`src/rtl/wb_port_arbiter.sv`:
```
// -----------------------------------------------------------------------------
// wb_port_arbiter
//
// Shares the single register-file write port between the in-order pipeline
// writeback stage and a multi-cycle unit (mult/div). Multi-cycle results are
// parked in a 2-entry FIFO. The pipeline normally wins the port. A pending
// FIFO entry that has lost STARVE_LIMIT times in a row forces a one-cycle
// pipeline stall so that it can drain.
//
// Ports
//   clk, rstn                   clock, synchronous active-low reset
//   ipipe_we/waddr/wdata        pipeline writeback request (waddr 0 = none)
//   imc_valid/waddr/wdata       multi-cycle result offer
//   omc_ready                   multi-cycle result accepted this cycle
//   ostall_pipe                 pipeline write refused; pipeline holds WB
//   oregfile_we/waddr/wdata     registered regfile write port
//   opending                    number of buffered multi-cycle results
// -----------------------------------------------------------------------------
module wb_port_arbiter #(
   parameter int unsigned STARVE_LIMIT = 4
) (
   input  logic        clk,
   input  logic        rstn,
   input  logic        ipipe_we,
   input  logic [4:0]  ipipe_waddr,
   input  logic [31:0] ipipe_wdata,
   input  logic        imc_valid,
   input  logic [4:0]  imc_waddr,
   input  logic [31:0] imc_wdata,
   output logic        omc_ready,
   output logic        ostall_pipe,
   output logic        oregfile_we,
   output logic [4:0]  oregfile_waddr,
   output logic [31:0] oregfile_wdata,
   output logic [1:0]  opending
);

   typedef enum logic [1:0] {
      S_IDLE  = 2'd0,
      S_PEND  = 2'd1,
      S_FORCE = 2'd2
   } state_t;

   state_t      state_q, state_d;
   logic [1:0]  count_q, count_d;
   logic        wr_ptr_q, wr_ptr_d;
   logic        rd_ptr_q, rd_ptr_d;
   logic [3:0]  starve_q, starve_d;
   logic [4:0]  fifo_addr_q [2];
   logic [4:0]  fifo_addr_d [2];
   logic [31:0] fifo_data_q [2];
   logic [31:0] fifo_data_d [2];
   logic        we_q, we_d;
   logic [4:0]  waddr_q, waddr_d;
   logic [31:0] wdata_q, wdata_d;

   logic        pipe_req;
   logic        push;
   logic        pop;
   logic        grant_pipe;
   logic        drain_to_idle;
   logic [3:0]  starve_inc;
   logic [4:0]  head_addr;
   logic [31:0] head_data;

   // A write to r0 is architecturally a no-op, so it never competes for the port.
   assign pipe_req      = ipipe_we && (ipipe_waddr != 5'd0);
   assign omc_ready     = (count_q != 2'd2);
   assign push          = imc_valid && omc_ready;
   assign head_addr     = fifo_addr_q[rd_ptr_q];
   assign head_data     = fifo_data_q[rd_ptr_q];
   assign starve_inc    = starve_q + 4'd1;
   // Popping the last entry without a simultaneous push empties the FIFO.
   assign drain_to_idle = (count_q == 2'd1) && !push;
   assign ostall_pipe   = (state_q == S_FORCE);

   assign oregfile_we    = we_q;
   assign oregfile_waddr = waddr_q;
   assign oregfile_wdata = wdata_q;
   assign opending       = count_q;

   // Arbitration FSM: IDLE means the FIFO is empty, PEND means it holds at
   // least one entry, FORCE is the one-cycle starvation drain.
   always_comb begin
      state_d    = state_q;
      starve_d   = starve_q;
      grant_pipe = 1'b0;
      pop        = 1'b0;
      case (state_q)
         S_IDLE: begin
            starve_d   = 4'd0;
            grant_pipe = pipe_req;
            if (push) state_d = S_PEND;
         end
         S_PEND: begin
            if (pipe_req) begin
               grant_pipe = 1'b1;
               starve_d   = starve_inc;
               if (starve_inc == 4'(STARVE_LIMIT)) state_d = S_FORCE;
            end else begin
               pop      = 1'b1;
               starve_d = 4'd0;
               state_d  = drain_to_idle ? S_IDLE : S_PEND;
            end
         end
         S_FORCE: begin
            pop      = 1'b1;
            starve_d = 4'd0;
            state_d  = drain_to_idle ? S_IDLE : S_PEND;
         end
         default: begin
            state_d  = S_IDLE;
            starve_d = 4'd0;
         end
      endcase
   end

   // Two-entry FIFO; single-bit pointers wrap naturally.
   always_comb begin
      count_d     = count_q;
      wr_ptr_d    = wr_ptr_q;
      rd_ptr_d    = rd_ptr_q;
      fifo_addr_d = fifo_addr_q;
      fifo_data_d = fifo_data_q;
      if (push) begin
         fifo_addr_d[wr_ptr_q] = imc_waddr;
         fifo_data_d[wr_ptr_q] = imc_wdata;
         wr_ptr_d              = ~wr_ptr_q;
      end
      if (pop) rd_ptr_d = ~rd_ptr_q;
      case ({push, pop})
         2'b10:   count_d = count_q + 2'd1;
         2'b01:   count_d = count_q - 2'd1;
         default: count_d = count_q;
      endcase
   end

   // Registered write port. Address/data hold their last value when idle;
   // only the enable is cleared. A FIFO entry targeting r0 is consumed
   // silently.
   always_comb begin
      we_d    = 1'b0;
      waddr_d = waddr_q;
      wdata_d = wdata_q;
      if (grant_pipe) begin
         we_d    = 1'b1;
         waddr_d = ipipe_waddr;
         wdata_d = ipipe_wdata;
      end else if (pop) begin
         we_d    = (head_addr != 5'd0);
         waddr_d = head_addr;
         wdata_d = head_data;
      end
   end

   always_ff @(posedge clk) begin
      if (!rstn) begin
         state_q  <= S_IDLE;
         count_q  <= 2'd0;
         wr_ptr_q <= 1'b0;
         rd_ptr_q <= 1'b0;
         starve_q <= 4'd0;
         we_q     <= 1'b0;
         waddr_q  <= 5'd0;
         wdata_q  <= 32'd0;
      end else begin
         state_q  <= state_d;
         count_q  <= count_d;
         wr_ptr_q <= wr_ptr_d;
         rd_ptr_q <= rd_ptr_d;
         starve_q <= starve_d;
         we_q     <= we_d;
         waddr_q  <= waddr_d;
         wdata_q  <= wdata_d;
      end
   end

   // FIFO storage is qualified by count_q, so it needs no reset.
   always_ff @(posedge clk) begin
      fifo_addr_q <= fifo_addr_d;
      fifo_data_q <= fifo_data_d;
   end

endmodule

```
`config.mk`:
```
export PLATFORM = sky130hd
export DESIGN_NAME = wb_port_arbiter
export DESIGN_NICKNAME = d
export VERILOG_FILES = /design/src/rtl/wb_port_arbiter.sv
export SDC_FILE = /design/constraint.sdc
export NUM_CORES = 1
export LEC_CHECK = 0
export BUFFER_PORTS_ARGS = -buffer_cell sky130_fd_sc_hd__buf_4
export CAP_MARGIN = 20
export CORE_MARGIN = 5
export CORE_UTILIZATION = 53
export CTS_CLUSTER_DIAMETER = 30
export CTS_CLUSTER_SIZE = 24
export DETAILED_ROUTE_END_ITERATION = 8
export GPL_TIMING_DRIVEN = 0
export PLACE_DENSITY = 0.79
export SLEW_MARGIN = 5
export SYNTH_ARGS = -nofsm -noshare
export SYNTH_HDL_FRONTEND = slang
export SYNTH_SLANG_ARGS = --single-unit
```
`constraint.sdc`:
```
create_clock -name clk -period 3.7 [get_ports clk]
set_input_delay 0 -clock clk [delete_from_list [all_inputs] [get_ports clk]]
set_output_delay 0 -clock clk [all_outputs]
set_load 0.01 [all_outputs]
```
==> impl_results.md <==
- DRT Pass-1 Iters: 4
- Layout cells sized above 1: 41.3%
- Commonest non-fill, non-tap cell in the layout: buf_4
- Total number of vias: 3479
- Synthesis warning total: 0
- Period utilization: 60.9%
- Max H-tree Level: 4
- Drt total wl: 12500 um
- Commonest non-fill, non-tap cells in the layout: buf_4, dlygate4sd3_1, edfxtp_1
- FFs w/ async S/R, synth: 0%
- Setup TNS: 0 ns
- Final ANT Viol Nets: 0
- Worst Path Required: 4.09 ns
- RD Place Congestion: 0.746
- Arrival time at the worst endpoint: 2.64 ns
- Site row count: 35
- Place WS: 1.49 ns
- Final count of hold timing violations: 0
- Max clock buf depth: 2
- Final hold slack: 0.215 ns
- Num CTS Buffers: 17
- Diodes inserted: 0
- Synth Area per Inst: 15.9 um^2
- Worst Hold Class: input port to flip-flop
- Clk slew on worst S/H paths: 0.06 ns
- Root Driver: clkbuf_8
- Critical path endpoint category: flip-flop
- Remaining DRCs: 0
- Max Cap Viol: 0
- Width of the chip: 107 um
- CTS Sinks: 122
- Design Power: 5.04 mW
- CTS tree: built
- Max-slew violations: 0
- Initial antenna violation count: 0
- Crit-path max FO: 10
- Die H: 107 um
- RSZ-0062 raised after global routing: no
- Post-synth EDFFs: 74
- Startpoint Class: flip-flop
- Worst Tran Pin Value: 0.696 ns
- Post-Syn Area: 0.00503 mm^2
- Worst setup margin: 1.45 ns
- I/O Buffers: 118
- Vias in the first global route: 3797
- Status: finished, final reports clean
- Static leakage: 3.07 nW
- Max Clock Freq: 444 MHz
- Maximum vdd ir drop: 0.459 mV
- Detailed Place HPWL: 7390 um
- Largest net degree at the start of global routing: 35
- Clock latency on the worst-skew pair: 0.51 ns
- Initial DRC Count: 145
- Routed WL per cell: 18.6 um
- First-pass GRT wire length: 19800 um
- Fin nets: 618
- Post-cts sizing count: 0
- Die footprint: 0.0115 mm^2
- Syn_nets: 402
- Initial Util: 54.4%
- IO Count: 120
- Post-synth cell types: 38
- Synthesized netlist cell count: 316
- Seq cells post-synth: 122
- Endpoints failing setup: 0
- Gr usage total: 22.5%
- Routed vias/inst: 5.16
- PD cells: 669 mW/mm^2
- Grt total ovfl: 0
- Core Box Area: 0.00924 mm^2
- Most used DFF post-synth: edfxtp_1
- Setup CP Type: flip-flop to flip-flop
- Worst rel slew slack: 53.6%
- Synth-to-layout area growth: 49.8%
- Final worst path period need: 2.25 ns
- Post-synthesis sequential area ratio: 63.3%
- Worst Skew: 0.0103 ns
per-stage QoR:
step | instance area [um^2] | instances | util, %
after floorplan | 5030 | 316 | -
after global placement | 6080 | 563 | 65.8
after detailed placement | 6120 | 565 | 66.3
after CTS | 7530 | 674 | 81.5
after global routing | 7530 | 674 | 81.5
final | 7530 | 674 | 81.5
path summary, 6_finish.rpt:
kind / to / slack, ns / cells after the start / from
min: fifo_data_q[39]$_DFFE_PP_ / 0.21 / 2 / imc_wdata[7]
min reg2reg: starve_q[0]$_SDFF_PN0_ / 0.45 / 1 / starve_q[0]$_SDFF_PN0_
max: oregfile_wdata[29]$_SDFFE_PN0P_ / 1.45 / 5 / rd_ptr_q$_SDFFE_PN0P_
max reg2reg: oregfile_wdata[29]$_SDFFE_PN0P_ / 1.45 / 5 / rd_ptr_q$_SDFFE_PN0P_
Yosys cell counts, drive strengths merged, types with 4 or more instances:
master | count | area, um^2
buf | 14 | 136
nor2 | 6 | 22.5
and2 | 4 | 25.0
clkbuf | 4 | 15.0
o2bb2ai | 37 | 449
mux2i | 38 | 380
edfxtp | 74 | 2220
o21ai | 7 | 35.0
ha | 8 | 100
mux2 | 37 | 417
nand2 | 4 | 15.0
dfxtp | 48 | 961
inv | 9 | 33.8
report_power, final:
group          total (mW)  switching (mW)  internal [mW]
logic                1.40           0.694          0.705
registers            1.87           0.147           1.72
clock network        1.77           0.606           1.17
repair_timing:
item / in CTS / in global routing
setup endpoints to repair: 0 / 0
buffers inserted: 0 / 0
hold buffers: 77 / 0
endpoints found under the hold margin: 124 / 0
kinds of logic (layout without fill, tap and decap cells):
kind of cell | Yosys count | in the layout | synth area share [%]
fa+ha+maj | 8 | 8 | 1.99
buf+inv | 27 | 256 | 3.68
flops | 122 | 122 | 63.3
xor+xnor | 4 | 4 | 0.697
compound gates | 56 | 56 | 11.8
mux | 75 | 75 | 15.8
simple gates | 24 | 24 | 2.69
registers in the layout, indices dropped and copies added (netlist names):
| signal | count |
|---|---|
| fifo_addr_q | 10 |
| fifo_data_q | 64 |
| opending | 2 |
| oregfile_waddr | 5 |
| oregfile_wdata | 32 |
| oregfile_we | 1 |
| rd_ptr_q | 1 |
| starve_q | 4 |
| state_q | 2 |
| wr_ptr_q | 1 |
layer usage:
layer  share of wire, %  track usage [%]
met1                 41             27.0
met2                 53             39.7
met3                4.6             4.80
met4                1.5             8.39
met5                  0                0
critical path: stages (launching register included):
cell and delay (ns):
dfxtp_1 0.32, clkbuf_1 0.48, buf_1 0.59, mux2_2 0.42, mux2i_1 0.23, o2bb2ai_2 0.09
final cells by class:
cell class / count / area [um^2]
clock buffer: 19 / 422
sequential: 122 / 3180
multi-input combinational: 167 / 1670
timing repair buffer: 197 / 1700
fill: 477 / 1710
buffer: 18 / 151
inverter: 9 / 33.8
clock inverter: 13 / 216
tap: 129 / 161
Power figures use the tool's default switching activity.
